**config.mk**
```make
export PLATFORM = sky130hd
export DESIGN_NAME = imem_dmem_arbiter
export DESIGN_NICKNAME = d
export VERILOG_FILES = /design/src/rtl/imem_dmem_arbiter.sv
export SDC_FILE = /design/constraint.sdc
export NUM_CORES = 1
export LEC_CHECK = 0
export ABC_AREA = 1
export BUFFER_PORTS_ARGS = -buffer_cell sky130_fd_sc_hd__buf_2
export CAP_MARGIN = 40
export CORE_MARGIN = 8
export CORE_UTILIZATION = 40
export CTS_CLUSTER_DIAMETER = 50
export DETAILED_ROUTE_END_ITERATION = 12
export MAX_ROUTING_LAYER = met4
export PLACE_DENSITY_LB_ADDON = 0.25
export SLEW_MARGIN = 20
export SYNTH_ARGS = -nofsm -noshare
export SYNTH_HDL_FRONTEND = slang
export SYNTH_SLANG_ARGS = --single-unit
```
**constraint.sdc**
```tcl
create_clock -name clk -period 1.7 [get_ports clk]
set_clock_uncertainty 0.15 [all_clocks]
set_input_delay 0.255 -clock clk [delete_from_list [all_inputs] [get_ports clk]]
set_output_delay 0.255 -clock clk [all_outputs]
set_load 0.1 [all_outputs]
```
**src/rtl/imem_dmem_arbiter.sv**
```systemverilog
// Arbitrates a single-port SRAM between instruction fetch (read only) and the
// core's data port. Data wins by default; a bounded streak keeps fetch alive.

module imem_dmem_rdata_hold #(
  parameter int DWIDTH = 32
) (
  input  logic              clk,
  input  logic              rst_n,
  input  logic              rvalid,
  input  logic [DWIDTH-1:0] dout,
  output logic [DWIDTH-1:0] rdata
);
  logic [DWIDTH-1:0] hold_q;

  always_ff @(posedge clk or negedge rst_n) begin
    if (!rst_n)      hold_q <= '0;
    else if (rvalid) hold_q <= dout;
  end

  assign rdata = rvalid ? dout : hold_q;
endmodule

module imem_dmem_arbiter #(
  parameter int          AWIDTH     = 12,
  parameter int          DWIDTH     = 32,
  parameter int          BEWIDTH    = 4,
  parameter int unsigned STREAK_MAX = 4
) (
  input  logic               clk,
  input  logic               rst_n,
  input  logic               if_req,
  input  logic [AWIDTH-1:0]  if_addr,
  output logic               if_gnt,
  output logic               if_rvalid,
  output logic [DWIDTH-1:0]  if_rdata,
  input  logic               d_req,
  input  logic               d_we,
  input  logic [BEWIDTH-1:0] d_be,
  input  logic [AWIDTH-1:0]  d_addr,
  input  logic [DWIDTH-1:0]  d_wdata,
  output logic               d_gnt,
  output logic               d_rvalid,
  output logic [DWIDTH-1:0]  d_rdata,
  output logic               sram_csn,
  output logic               sram_wen,
  output logic [AWIDTH-1:0]  sram_addr,
  output logic [BEWIDTH-1:0] sram_be,
  output logic [DWIDTH-1:0]  sram_di,
  input  logic [DWIDTH-1:0]  sram_dout,
  output logic [15:0]        contention_cnt
);
  localparam int SW = $clog2(STREAK_MAX + 1);

  typedef enum logic [1:0] {
    OWN_NONE = 2'd0,
    OWN_IF   = 2'd1,
    OWN_D    = 2'd2
  } owner_e;

  logic [SW-1:0] streak_q;
  logic          streak_full;
  owner_e        owner_q, owner_d;
  logic [15:0]   cnt_q;

  // Grants are gated by rst_n so nothing reaches the SRAM while in reset.
  assign streak_full = (streak_q == SW'(STREAK_MAX));
  assign d_gnt  = rst_n & d_req  & ~(if_req & streak_full);
  assign if_gnt = rst_n & if_req & (~d_req | streak_full);

  always_comb begin
    sram_csn  = 1'b1;
    sram_wen  = 1'b1;
    sram_addr = '0;
    sram_be   = '0;
    sram_di   = '0;
    if (d_gnt) begin
      sram_csn  = 1'b0;
      sram_wen  = ~d_we;
      sram_addr = d_addr;
      sram_be   = d_be;
      sram_di   = d_wdata;
    end else if (if_gnt) begin
      sram_csn  = 1'b0;
      sram_addr = if_addr;
      sram_be   = '1;
    end
  end

  // Streak counts data wins while fetch is waiting; any fetch win or idle fetch clears it.
  always_ff @(posedge clk or negedge rst_n) begin
    if (!rst_n)                     streak_q <= '0;
    else if (!if_req || if_gnt)     streak_q <= '0;
    else if (d_gnt && !streak_full) streak_q <= streak_q + SW'(1);
  end

  always_ff @(posedge clk or negedge rst_n) begin
    if (!rst_n)                                 cnt_q <= '0;
    else if (if_req && d_req && cnt_q != 16'hFFFF) cnt_q <= cnt_q + 16'd1;
  end
  assign contention_cnt = cnt_q;

  // Response owner: one-deep pipeline matching the SRAM's single-cycle read latency.
  always_ff @(posedge clk or negedge rst_n) begin
    if (!rst_n) owner_q <= OWN_NONE;
    else        owner_q <= owner_d;
  end

  always_comb begin
    owner_d = OWN_NONE;
    if (if_gnt)              owner_d = OWN_IF;
    else if (d_gnt && !d_we) owner_d = OWN_D;
  end

  always_comb begin
    if_rvalid = 1'b0;
    d_rvalid  = 1'b0;
    case (owner_q)
      OWN_IF:  if_rvalid = 1'b1;
      OWN_D:   d_rvalid  = 1'b1;
      default: ;
    endcase
  end

  logic [1:0]             rvalid_v;
  logic [1:0][DWIDTH-1:0] rdata_v;
  assign rvalid_v = {d_rvalid, if_rvalid};

  for (genvar p = 0; p < 2; p++) begin : g_port
    imem_dmem_rdata_hold #(.DWIDTH(DWIDTH)) u_hold (
      .clk    (clk),
      .rst_n  (rst_n),
      .rvalid (rvalid_v[p]),
      .dout   (sram_dout),
      .rdata  (rdata_v[p])
    );
  end

  assign if_rdata = rdata_v[0];
  assign d_rdata  = rdata_v[1];
endmodule

```
==> impl_table.tex, run 1 <==
\begin{tabular}{lr}
\hline
Metric & Value \\
\hline
\multicolumn{2}{l}{\textbf{Floorplan}} \\
Vert. Die Dim & 116 um \\
Number of top-level pins & between 200 and 250 \\
Starting density of the core & 0.412 \\
Die X & 116 um \\
Number of standard-cell rows in the floorplan & 36 \\
\multicolumn{2}{l}{\textbf{Logic synthesis}} \\
Synthesized Nets & between 600 and 700 \\
EDFF count, synth & 0 \\
Count of unique library cells instantiated by Yosys & 23 \\
Avg Cell Area, Syn & $\sim$8 sq um \\
Cells after synthesis & 511 \\
Fraction of post-synthesis cell area in the top cell type by area & 0.529 \\
Main combinational cell family by area after synthesis & simple AND/OR/NAND/NOR gates \\
Warning count from the yosys run & 0 \\
Total standard cell area after synthesis & around 4000 sq um \\
Portion of the post-synthesis area used by sequential elements & 0.529 \\
Parity-gate share of the synthesized area counting xor and xnor cells & 0.0109 \\
Multiplexer area fraction after synthesis & 0 \\
Register bit total from synthesis & 85 \\
Top cells by area, synth & sky130\_fd\_sc\_hd\_\_dfrtp\_1 53\%, sky130\_fd\_sc\_hd\_\_nand2\_1 13\%, sky130\_fd\_sc\_hd\_\_o21ai\_0 9.0\% \\
Share of synthesized cell area in and, or, nand and nor gates & 0.220 \\
Synth Area in Compound Gates & 0.126 \\
Async S/R FF share, synth & 1.00 \\
Most used standard cells in the synthesized netlist & 136 x sky130\_fd\_sc\_hd\_\_nand2\_1, 87 x sky130\_fd\_sc\_hd\_\_inv\_1, 85 x sky130\_fd\_sc\_hd\_\_dfrtp\_1 \\
Most common flop cell mapped by yosys & sky130\_fd\_sc\_hd\_\_dfrtp\_1 \\
Cell with the most instances after synthesis & sky130\_fd\_sc\_hd\_\_nand2\_1 \\
Post-Synth Adder-Cell Area & 0.00933 \\
Library cell occupying the most area in the post-synthesis netlist & sky130\_fd\_sc\_hd\_\_dfrtp\_1 \\
\multicolumn{2}{l}{\textbf{Placed design}} \\
Routability-driven placement congestion ratio & $\sim$0.92 \\
Port Buf Inserts & 230 \\
Detailed placement HPWL & 15400 um \\
Cell area after placement & slightly below 9000 sq um \\
\multicolumn{2}{l}{\textbf{Clock tree}} \\
Maximum buffer depth of the clock tree & 2 \\
H-Tree Level Count & 3 \\
Hold bufs inserted after CTS & 2 \\
Post-CTS setup buffers & 34 \\
\# resized after CTS & 85 \\
Num CTS Buffers & 9 \\
Clock tree sinks & 85 \\
Cell chosen for the clock root & sky130\_fd\_sc\_hd\_\_clkbuf\_8 \\
\multicolumn{2}{l}{\textbf{Run status}} \\
Tool Error & [ERROR DPL-0038] Utilization greater than 100\%, impossible to legalize \\
Last stage reached & 4\_1\_cts \\
Run status & aborted with a tool error \\
\hline
\end{tabular}
==> logic make-up after synthesis <==
kind of cell,after synthesis
compound gates,89
xor+xnor,5
fa+ha+maj,3
buf+inv,110
flops,85
simple gates,219
==> per-stage QoR <==
stage | hold WS [ps] | TNS [ps] | cells | worst slack, ps
floorplan | -191 | -44870 | 511 | -558
global placement | 67.6 | -1670 | 895 | -112
detailed placement | 77.8 | -4690 | 895 | -166
==> inputs of run 2 (changes only) <==
- CTS_CLUSTER_DIAMETER: 50 -> not set
- MAX_ROUTING_LAYER: met4 -> not set
- PLACE_DENSITY_LB_ADDON: 0.25 -> 0.15
- clock period: 1.7 -> 2.2 ns (I/O delays scaled with it)
==> run 2 against run 1 <==
The flow now finishes, with violations (setup timing). Area after synthesis unchanged. Synthesized cell count unchanged.
==> impl_table.tex, run 2 <==
\begin{tabular}{lr}
\hline
Metric & Value \\
\hline
\multicolumn{2}{l}{\textbf{Run status}} \\
Run status & finished with violations \\
Failing checks & setup timing \\
\multicolumn{2}{l}{\textbf{Floorplan}} \\
Vert. Die Dim & between 100 and 150 um \\
Die Area & $\sim$14000 sq um \\
Starting density of the core & 0.412 \\
Core Footprint & approximately 9800 sq um \\
Number of top-level pins & about 230 \\
Number of standard-cell rows in the floorplan & 36 \\
Die X & 116 um \\
\multicolumn{2}{l}{\textbf{STA}} \\
Highest attainable clock frequency & 0.406 GHz \\
Worst-case headroom to the max-slew limit & 0.655 \\
Number of failing setup endpoints in the final timing report & 53 \\
Minimum clock period after layout & about 2500 ps \\
Worst slew pin tran & 521 ps \\
Fin Hold WS & approximately 110 ps \\
Setup\_tns & -11430 ps \\
RSZ-0062 raised after global routing & yes \\
Total count of hold-check failures in the final report & 0 \\
Final Max Slew Viols & 0 \\
Final period utilization & 1.12 \\
Post-layout worst setup margin & -264 ps \\
\multicolumn{2}{l}{\textbf{Logic synthesis}} \\
Register bit total from synthesis & 85 \\
Warning count from the yosys run & 0 \\
Avg Cell Area, Syn & between 7 and 8 sq um \\
Portion of the post-synthesis area used by sequential elements & 0.529 \\
Most common flop cell mapped by yosys & sky130\_fd\_sc\_hd\_\_dfrtp\_1 \\
EDFF count, synth & 0 \\
Synthesized Nets & between 600 and 700 \\
Library cell occupying the most area in the post-synthesis netlist & sky130\_fd\_sc\_hd\_\_dfrtp\_1 \\
Total standard cell area after synthesis & 4020 sq um \\
Cell with the most instances after synthesis & sky130\_fd\_sc\_hd\_\_nand2\_1 \\
Async S/R FF share, synth & 1.00 \\
Cells after synthesis & $\sim$510 \\
Most used standard cells in the synthesized netlist & 136 x sky130\_fd\_sc\_hd\_\_nand2\_1, 87 x sky130\_fd\_sc\_hd\_\_inv\_1, 85 x sky130\_fd\_sc\_hd\_\_dfrtp\_1 \\
Count of unique library cells instantiated by Yosys & 23 \\
Top cells by area, synth & sky130\_fd\_sc\_hd\_\_dfrtp\_1 53\%, sky130\_fd\_sc\_hd\_\_nand2\_1 13\%, sky130\_fd\_sc\_hd\_\_o21ai\_0 9.0\% \\
Fraction of post-synthesis cell area in the top cell type by area & 0.529 \\
\multicolumn{2}{l}{\textbf{Worst setup path}} \\
Setup crit start kind & flip-flop \\
Req. time, crit path & 1720 ps \\
Critical path origin & streak\_q[1] \\
Reg2reg path depth & 9 \\
Largest fanout on the critical path & 6 \\
Crit-path max cell delay & between 400 and 500 ps \\
WP depth & 10 \\
CP max stage cell & sky130\_fd\_sc\_hd\_\_dfrtp\_1 \\
RR Startpoint & contention\_cnt[0] \\
Critical-path cell list & inv\_2, ha\_4, nand2\_4, inv\_2, nand2\_2, nand2\_4, buf\_8, buf\_16, nor2\_4, buf\_12 \\
Kind of end point of the critical path & output port \\
CP bufs+invs & 5 \\
Arrival time of the worst setup path & roughly 2000 ps \\
Type of the setup path with the least slack & flip-flop to output port \\
Worst path top cell family by delay & buffers and inverters \\
\multicolumn{2}{l}{\textbf{Route}} \\
Final routed DRC violation total & 0 \\
Overall via count from detail\_route & between 4000 and 5000 \\
Total Wirelength & approximately 22000 um \\
Number of nets with antenna violations after detailed routing & 0 \\
DRT Pass-1 Iters & 7 \\
Vias per inst & approximately 5.4 \\
DRC marker count from the first detailed-route iteration & roughly 460 \\
Detail-routed net length per standard cell & $\sim$24 um \\
\multicolumn{2}{l}{\textbf{Layout}} \\
Antenna fix cells & 0 \\
Cell area after layout & approximately 9000 sq um \\
Biggest register & g\_port.u\_hold.hold\_q \\
Nets@finish & 870 \\
Layout cells sized above 1 & 0.550 \\
Most frequent cells in the layout & 130 x sky130\_fd\_sc\_hd\_\_nand2\_1, 120 x sky130\_fd\_sc\_hd\_\_buf\_12, 113 x sky130\_fd\_sc\_hd\_\_buf\_2, 83 x sky130\_fd\_sc\_hd\_\_dfrtp\_1, 82 x sky130\_fd\_sc\_hd\_\_inv\_1 \\
Relative area change from synthesis to final layout & 120\% \\
Most common library cell in the layout ignoring fill and taps & sky130\_fd\_sc\_hd\_\_nand2\_1 \\
Filler Cell Count & approximately 360 \\
Utilization after layout & 0.907 \\
Non-filler instance count after layout & approximately 910 \\
Number of flip-flops under the largest register name & 64 \\
\multicolumn{2}{l}{\textbf{Pwr}} \\
Part of the total power dissipated in sequential elements & 0.245 \\
Sw frac & 0.507 \\
Switch Pwr & $\sim$4.1 mW \\
Total power of the final layout & slightly above 8 mW \\
Power share of the clock group & 0.148 \\
Pwr dens & 916 nW/um\^{}2 \\
Relative contribution of combinational cells to total power & 0.608 \\
Internal power of the cells & $\sim$4 mW \\
Largest voltage drop on the vdd net & about 800 uV \\
Leakage power figure & between 4 and 5 nW \\
\multicolumn{2}{l}{\textbf{GRT}} \\
GRT overflow & 0 \\
Number of antenna violations at the first check in global routing & 0 \\
Number of global-route vias before repair & 5201 \\
Global-route usage over all layers & 0.284 \\
Global-route wire length before repair & between 20000 and 30000 um \\
Largest net degree at the start of global routing & 67 \\
\multicolumn{2}{l}{\textbf{Hold path}} \\
Hold Path Stages & 3 \\
Type of the tightest min-delay check & input port to flip-flop \\
Start point of the worst min-delay path & if\_req \\
\multicolumn{2}{l}{\textbf{Placed design}} \\
Port Buf Inserts & 230 \\
Number of placed instances with taps included & about 870 \\
Routability-driven placement congestion ratio & roughly 0.89 \\
Cell area after placement & 7920 sq um \\
Placement-stage worst setup slack & approximately 110 ps \\
Detailed placement HPWL & between 10000 and 15000 um \\
\multicolumn{2}{l}{\textbf{Clock tree}} \\
Num CTS Buffers & 9 \\
Clock slew at the register clock pins of the worst setup and hold paths & around 90 ps \\
Clock tree sinks & 85 \\
H-Tree Level Count & 3 \\
Cell chosen for the clock root & sky130\_fd\_sc\_hd\_\_clkbuf\_8 \\
Maximum buffer depth of the clock tree & 2 \\
TritonCTS clock tree & yes \\
Clock latency at the later pin of the worst-skew pair & $\sim$370 ps \\
\multicolumn{2}{l}{\textbf{Flow run}} \\
Max-Cap Viols & 0 \\
\hline
\end{tabular}
-- run 2: logic make-up after synthesis --
family / synth area share
flops: 0.529
xor+xnor: 0.0109
buf+inv: 0.105
compound gates: 0.126
fa+ha+maj: 0.00933
simple gates: 0.220
-- run 2: tightest hold or removal path: stages --
cell and delay [ps]:
sky130_fd_sc_hd__buf_2 150, sky130_fd_sc_hd__nand2_1 80, sky130_fd_sc_hd__nor2_1 40
-- run 2: area by class of cell --
type | count | area (sq um) | share of cell area
clock buffer | 11 | 131 | 0.0148
sequential | 85 | 2130 | 0.240
tap | 133 | 166 | 0.0188
clock inverter | 4 | 73.8 | 0.00833
timing repair buffer | 267 | 3510 | 0.396
multi-input combinational | 316 | 2500 | 0.282
inverter | 91 | 357 | 0.0402
-- run 2: what timing repair did --
item | 4_1_cts | 5_1_grt
setup buffers | 10 | 5
hold buffers | 2 | 0
cloned | 5 | 7
resized for setup | 57 | 23
setup endpoints to repair | 95 | 95
pin swaps | 6 | 9
endpoints found under the hold margin | 20 | 0
-- run 2: power groups by stage --
stage          Clock, mW  Sequential (mW)  Combinational (mW)
3_3_place_gp           0             1.97                4.59
4_1_cts             1.20             1.96                4.78
6_report            1.20             1.98                4.93
2_1_floorplan          0             2.28                2.74
5_1_grt             1.26             2.01                5.06
3_5_place_dp           0             1.99                4.66
-- run 2: per-layer routing --
layer	track usage	share of wire	wire, um	vias to the layer above
li1	-	-	-	2075
met1	0.283	0.33	7190	2376
met2	0.521	0.52	11400	328
met3	0.0843	0.088	1930	109
met4	0.151	0.060	1310	0
met5	0	0	0	-
-- run 2: final timing paths --
kind	end	slack, ps
worst min-delay path	streak_q[2]	110
min in group asynchronous	contention_cnt[5]	420
max in group asynchronous	g_port[1].u_hold.hold_q[26]	600
worst max-delay path	sram_di[14]	-260
worst max register to register	contention_cnt[5]	200
worst min register to register	g_port[0].u_hold.hold_q[8]	360
No activity file was read; power rests on OpenSTA's default activity.
==> inputs of run 3 (changes only) <==
- ABC_AREA: 1 -> not set
- CORE_ASPECT_RATIO: not set -> 1.2
==> run 3 against run 2 <==
The run still ends with setup timing left. Clock power is 20% higher. Synthesized cell count fell by 41%. Wire length fell by 17%. Via count fell by 25%. Core utilization down 2.0 points. Highest routed layer unchanged.
==> impl_table.tex, run 3 <==
\begin{tabular}{lr}
\hline
Metric & Value \\
\hline
\multicolumn{2}{l}{\textbf{Logic synthesis}} \\
Total standard cell area after synthesis & 3870 sq um \\
EDFF count, synth & 0 \\
Synthesized Nets & slightly above 400 \\
Fraction of post-synthesis cell area in the top cell type by area & 0.549 \\
Portion of the post-synthesis area used by sequential elements & 0.549 \\
Cell with the most instances after synthesis & sky130\_fd\_sc\_hd\_\_dfrtp\_1 \\
Count of unique library cells instantiated by Yosys & 40 \\
Avg Cell Area, Syn & between 10 and 15 sq um \\
Register bit total from synthesis & 85 \\
Multiplexer area fraction after synthesis & 0.192 \\
Parity-gate share of the synthesized area counting xor and xnor cells & 0.0294 \\
Main combinational cell family by area after synthesis & multiplexers \\
Post-Synth Adder-Cell Area & 0.00969 \\
Library cell occupying the most area in the post-synthesis netlist & sky130\_fd\_sc\_hd\_\_dfrtp\_1 \\
Top cells by area, synth & sky130\_fd\_sc\_hd\_\_dfrtp\_1 55\%, sky130\_fd\_sc\_hd\_\_mux2\_2 18\%, sky130\_fd\_sc\_hd\_\_and2\_1 5.5\% \\
Cells after synthesis & 303 \\
Most used standard cells in the synthesized netlist & 85 x sky130\_fd\_sc\_hd\_\_dfrtp\_1, 61 x sky130\_fd\_sc\_hd\_\_mux2\_2, 34 x sky130\_fd\_sc\_hd\_\_and2\_1 \\
Share of synthesized cell area in and, or, nand and nor gates & 0.146 \\
Warning count from the yosys run & 0 \\
Synth Area in Compound Gates & 0.0498 \\
Most common flop cell mapped by yosys & sky130\_fd\_sc\_hd\_\_dfrtp\_1 \\
Async S/R FF share, synth & 1.00 \\
\multicolumn{2}{l}{\textbf{STA}} \\
Final period utilization & 1.13 \\
Setup\_tns & -13360 ps \\
Highest attainable clock frequency & 0.401 GHz \\
Total count of hold-check failures in the final report & 0 \\
Worst-case headroom to the max-slew limit & 0.616 \\
Minimum clock period after layout & $\sim$2500 ps \\
Final Max Slew Viols & 0 \\
Worst slew pin tran & between 500 and 600 ps \\
RSZ-0062 raised after global routing & yes \\
Number of failing setup endpoints in the final timing report & 93 \\
Post-layout worst setup margin & -295 ps \\
\multicolumn{2}{l}{\textbf{Floorplan}} \\
Number of standard-cell rows in the floorplan & 39 \\
Die Area & between 10000 and 15000 sq um \\
Die X & $\sim$110 um \\
Starting density of the core & 0.409 \\
Core Footprint & around 9500 sq um \\
Number of top-level pins & 231 \\
Vert. Die Dim & between 100 and 150 um \\
\multicolumn{2}{l}{\textbf{Layout}} \\
Number of flip-flops under the largest register name & between 60 and 70 \\
Nets@finish & approximately 680 \\
Filler Cell Count & between 400 and 500 \\
Sequential cell area & about 2100 sq um \\
Biggest register & g\_port.u\_hold.hold\_q \\
Layout cells sized above 1 & 0.763 \\
Area of the multi-input gates & about 2200 sq um \\
Most frequent cells in the layout & 121 x sky130\_fd\_sc\_hd\_\_buf\_12, 113 x sky130\_fd\_sc\_hd\_\_buf\_2, 68 x sky130\_fd\_sc\_hd\_\_dfrtp\_1, 64 x sky130\_fd\_sc\_hd\_\_mux2\_4 \\
Relative area change from synthesis to final layout & 117\% \\
Most common library cell in the layout ignoring fill and taps & sky130\_fd\_sc\_hd\_\_buf\_12 \\
Utilization after layout & 0.886 \\
\multicolumn{2}{l}{\textbf{Worst setup path}} \\
Register-to-register setup slack & $\sim$250 ps \\
Endpoint of the most critical register-to-register path & contention\_cnt[1] \\
Crit-path max cell delay & about 370 ps \\
RR Startpoint & contention\_cnt[0] \\
CP max stage cell & sky130\_fd\_sc\_hd\_\_dfrtp\_1 \\
Largest fanout on the critical path & 6 \\
Setup crit start kind & flip-flop \\
Critical path origin & streak\_q[1] \\
Type of the setup path with the least slack & flip-flop to output port \\
Critical-path cell list & inv\_2, ha\_4, a21bo\_4, a21boi\_4, buf\_6, clkbuf\_16, and2\_4, buf\_12 \\
Kind of end point of the critical path & output port \\
Arrival time of the worst setup path & between 2000 and 2500 ps \\
Req. time, crit path & 1720 ps \\
Reg2reg path depth & 5 \\
\multicolumn{2}{l}{\textbf{Route}} \\
DRC marker count from the first detailed-route iteration & 201 \\
Routed metal-1 wire length & around 6200 um \\
DRT Pass-1 Iters & 4 \\
DR WL met2 & a little under 10000 um \\
Detail-routed net length per standard cell & between 20 and 30 um \\
Uppermost layer routed & met4 \\
Number of nets with antenna violations after detailed routing & 0 \\
Total Wirelength & 18200 um \\
Vias per inst & 5.18 \\
Final routed DRC violation total & 0 \\
WL met3 & about 1700 um \\
Overall via count from detail\_route & between 3000 and 4000 \\
\multicolumn{2}{l}{\textbf{Placed design}} \\
Routability-driven placement congestion ratio & approximately 0.88 \\
Detailed placement HPWL & $\sim$11000 um \\
Port Buf Inserts & 230 \\
\multicolumn{2}{l}{\textbf{Clock tree}} \\
Maximum buffer depth of the clock tree & 2 \\
Cell chosen for the clock root & sky130\_fd\_sc\_hd\_\_clkbuf\_16 \\
Num CTS Buffers & 9 \\
Clock tree sinks & 85 \\
Clock latency at the later pin of the worst-skew pair & 330 ps \\
TritonCTS clock tree & yes \\
Hold bufs inserted after CTS & 0 \\
Clock slew at the register clock pins of the worst setup and hold paths & 60 ps \\
H-Tree Level Count & 3 \\
\multicolumn{2}{l}{\textbf{Pwr}} \\
Leakage power figure & slightly above 4 nW \\
Total power of the final layout & around 9.1 mW \\
Largest voltage drop on the vdd net & 764 uV \\
Pwr dens & roughly 1100 nW/um\^{}2 \\
\multicolumn{2}{l}{\textbf{Hold path}} \\
Type of the tightest min-delay check & input port to async pin \\
\multicolumn{2}{l}{\textbf{GRT}} \\
GRT overflow & 0 \\
Global-route usage over all layers & 0.254 \\
Global-route wire length before repair & roughly 25000 um \\
Number of antenna violations at the first check in global routing & 1 \\
Largest net degree at the start of global routing & 47 \\
Number of global-route vias before repair & roughly 4000 \\
\multicolumn{2}{l}{\textbf{Flow run}} \\
Max-Cap Viols & 0 \\
\multicolumn{2}{l}{\textbf{Run status}} \\
Failing checks & setup timing \\
Run status & finished with violations \\
\hline
\end{tabular}
run 3: timing repair:
action / 4_1_cts / 5_1_grt
endpoints found under the setup margin: 66 / 115
resized for setup: 89 / 9
cloned: 8 / 8
pin swaps: 11 / 6
buffers inserted: 13 / 23
run 3: logic make-up (layout without fill, tap and decap cells):
family / after synthesis / in the layout
AOI/OAI and AO/OA: 26 / 26
DFF: 85 / 85
muxes: 66 / 66
adders and majority gates: 3 / 3
xor gates and xnor gates: 13 / 13
buffers and inverters: 21 / 302
and+or+nand+nor: 89 / 92
other: 0 / 1
run 3: how the worst max path moves through the flow:
stage / end / slack (ps) / cells past startpoint
detailed placement: sram_be[0] / 30 / 7
finish: sram_di[9] / -290 / 8
CTS: sram_di[26] / -280 / 9
floorplan: sram_be[0] / -120 / 8
global route: sram_di[20] / -330 / 8
global placement: sram_be[0] / 90 / 7
run 3: stage by stage:
step | cell area [sq um] | std cells | setup WS [ps] | hold WS [ps]
after floorplan | 4130 | 303 | -124 | -116
after global placement | 7170 | 646 | 86.7 | 336
after detailed placement | 7170 | 646 | 30.4 | 343
after CTS | 8100 | 682 | -278 | 17.0
after global routing | 8390 | 711 | -329 | 76.7
final | 8390 | 711 | -295 | 32.2
run 3: area by class of cell:
class / count / share of cell area
inverter: 4 / 0.00179
sequential: 85 / 0.256
tap: 123 / 0.0183
clock buffer: 12 / 0.0282
antenna: 1 / 0.000298
multi-input combinational: 200 / 0.265
clock inverter: 3 / 0.00477
timing repair buffer: 283 / 0.426
run 3: metal layers:
layer | track usage | up-vias
li1 | - | 1619
met1 | 0.258 | 1812
met2 | 0.449 | 216
met3 | 0.111 | 34
met4 | 0.110 | 0
met5 | 0 | -
run 3: critical path: cells and delay by family (launching register included):
kind | cells | cell delay (ps)
AO/OA/AOI/OAI | 2 | 440
adder cells (fa/ha/maj) | 1 | 160
flip-flops | 1 | 370
buffers and inverters | 4 | 560
AND/OR/NAND/NOR | 1 | 150
run 3: where the power goes:
part	switching, mW	internal, mW	leakage [nW]	total, mW
sequential	0.195	1.89	1.01	2.08
combinational	3.62	1.97	2.94	5.58
clock	0.572	0.870	0.136	1.44
total	4.38	4.72	4.09	9.11
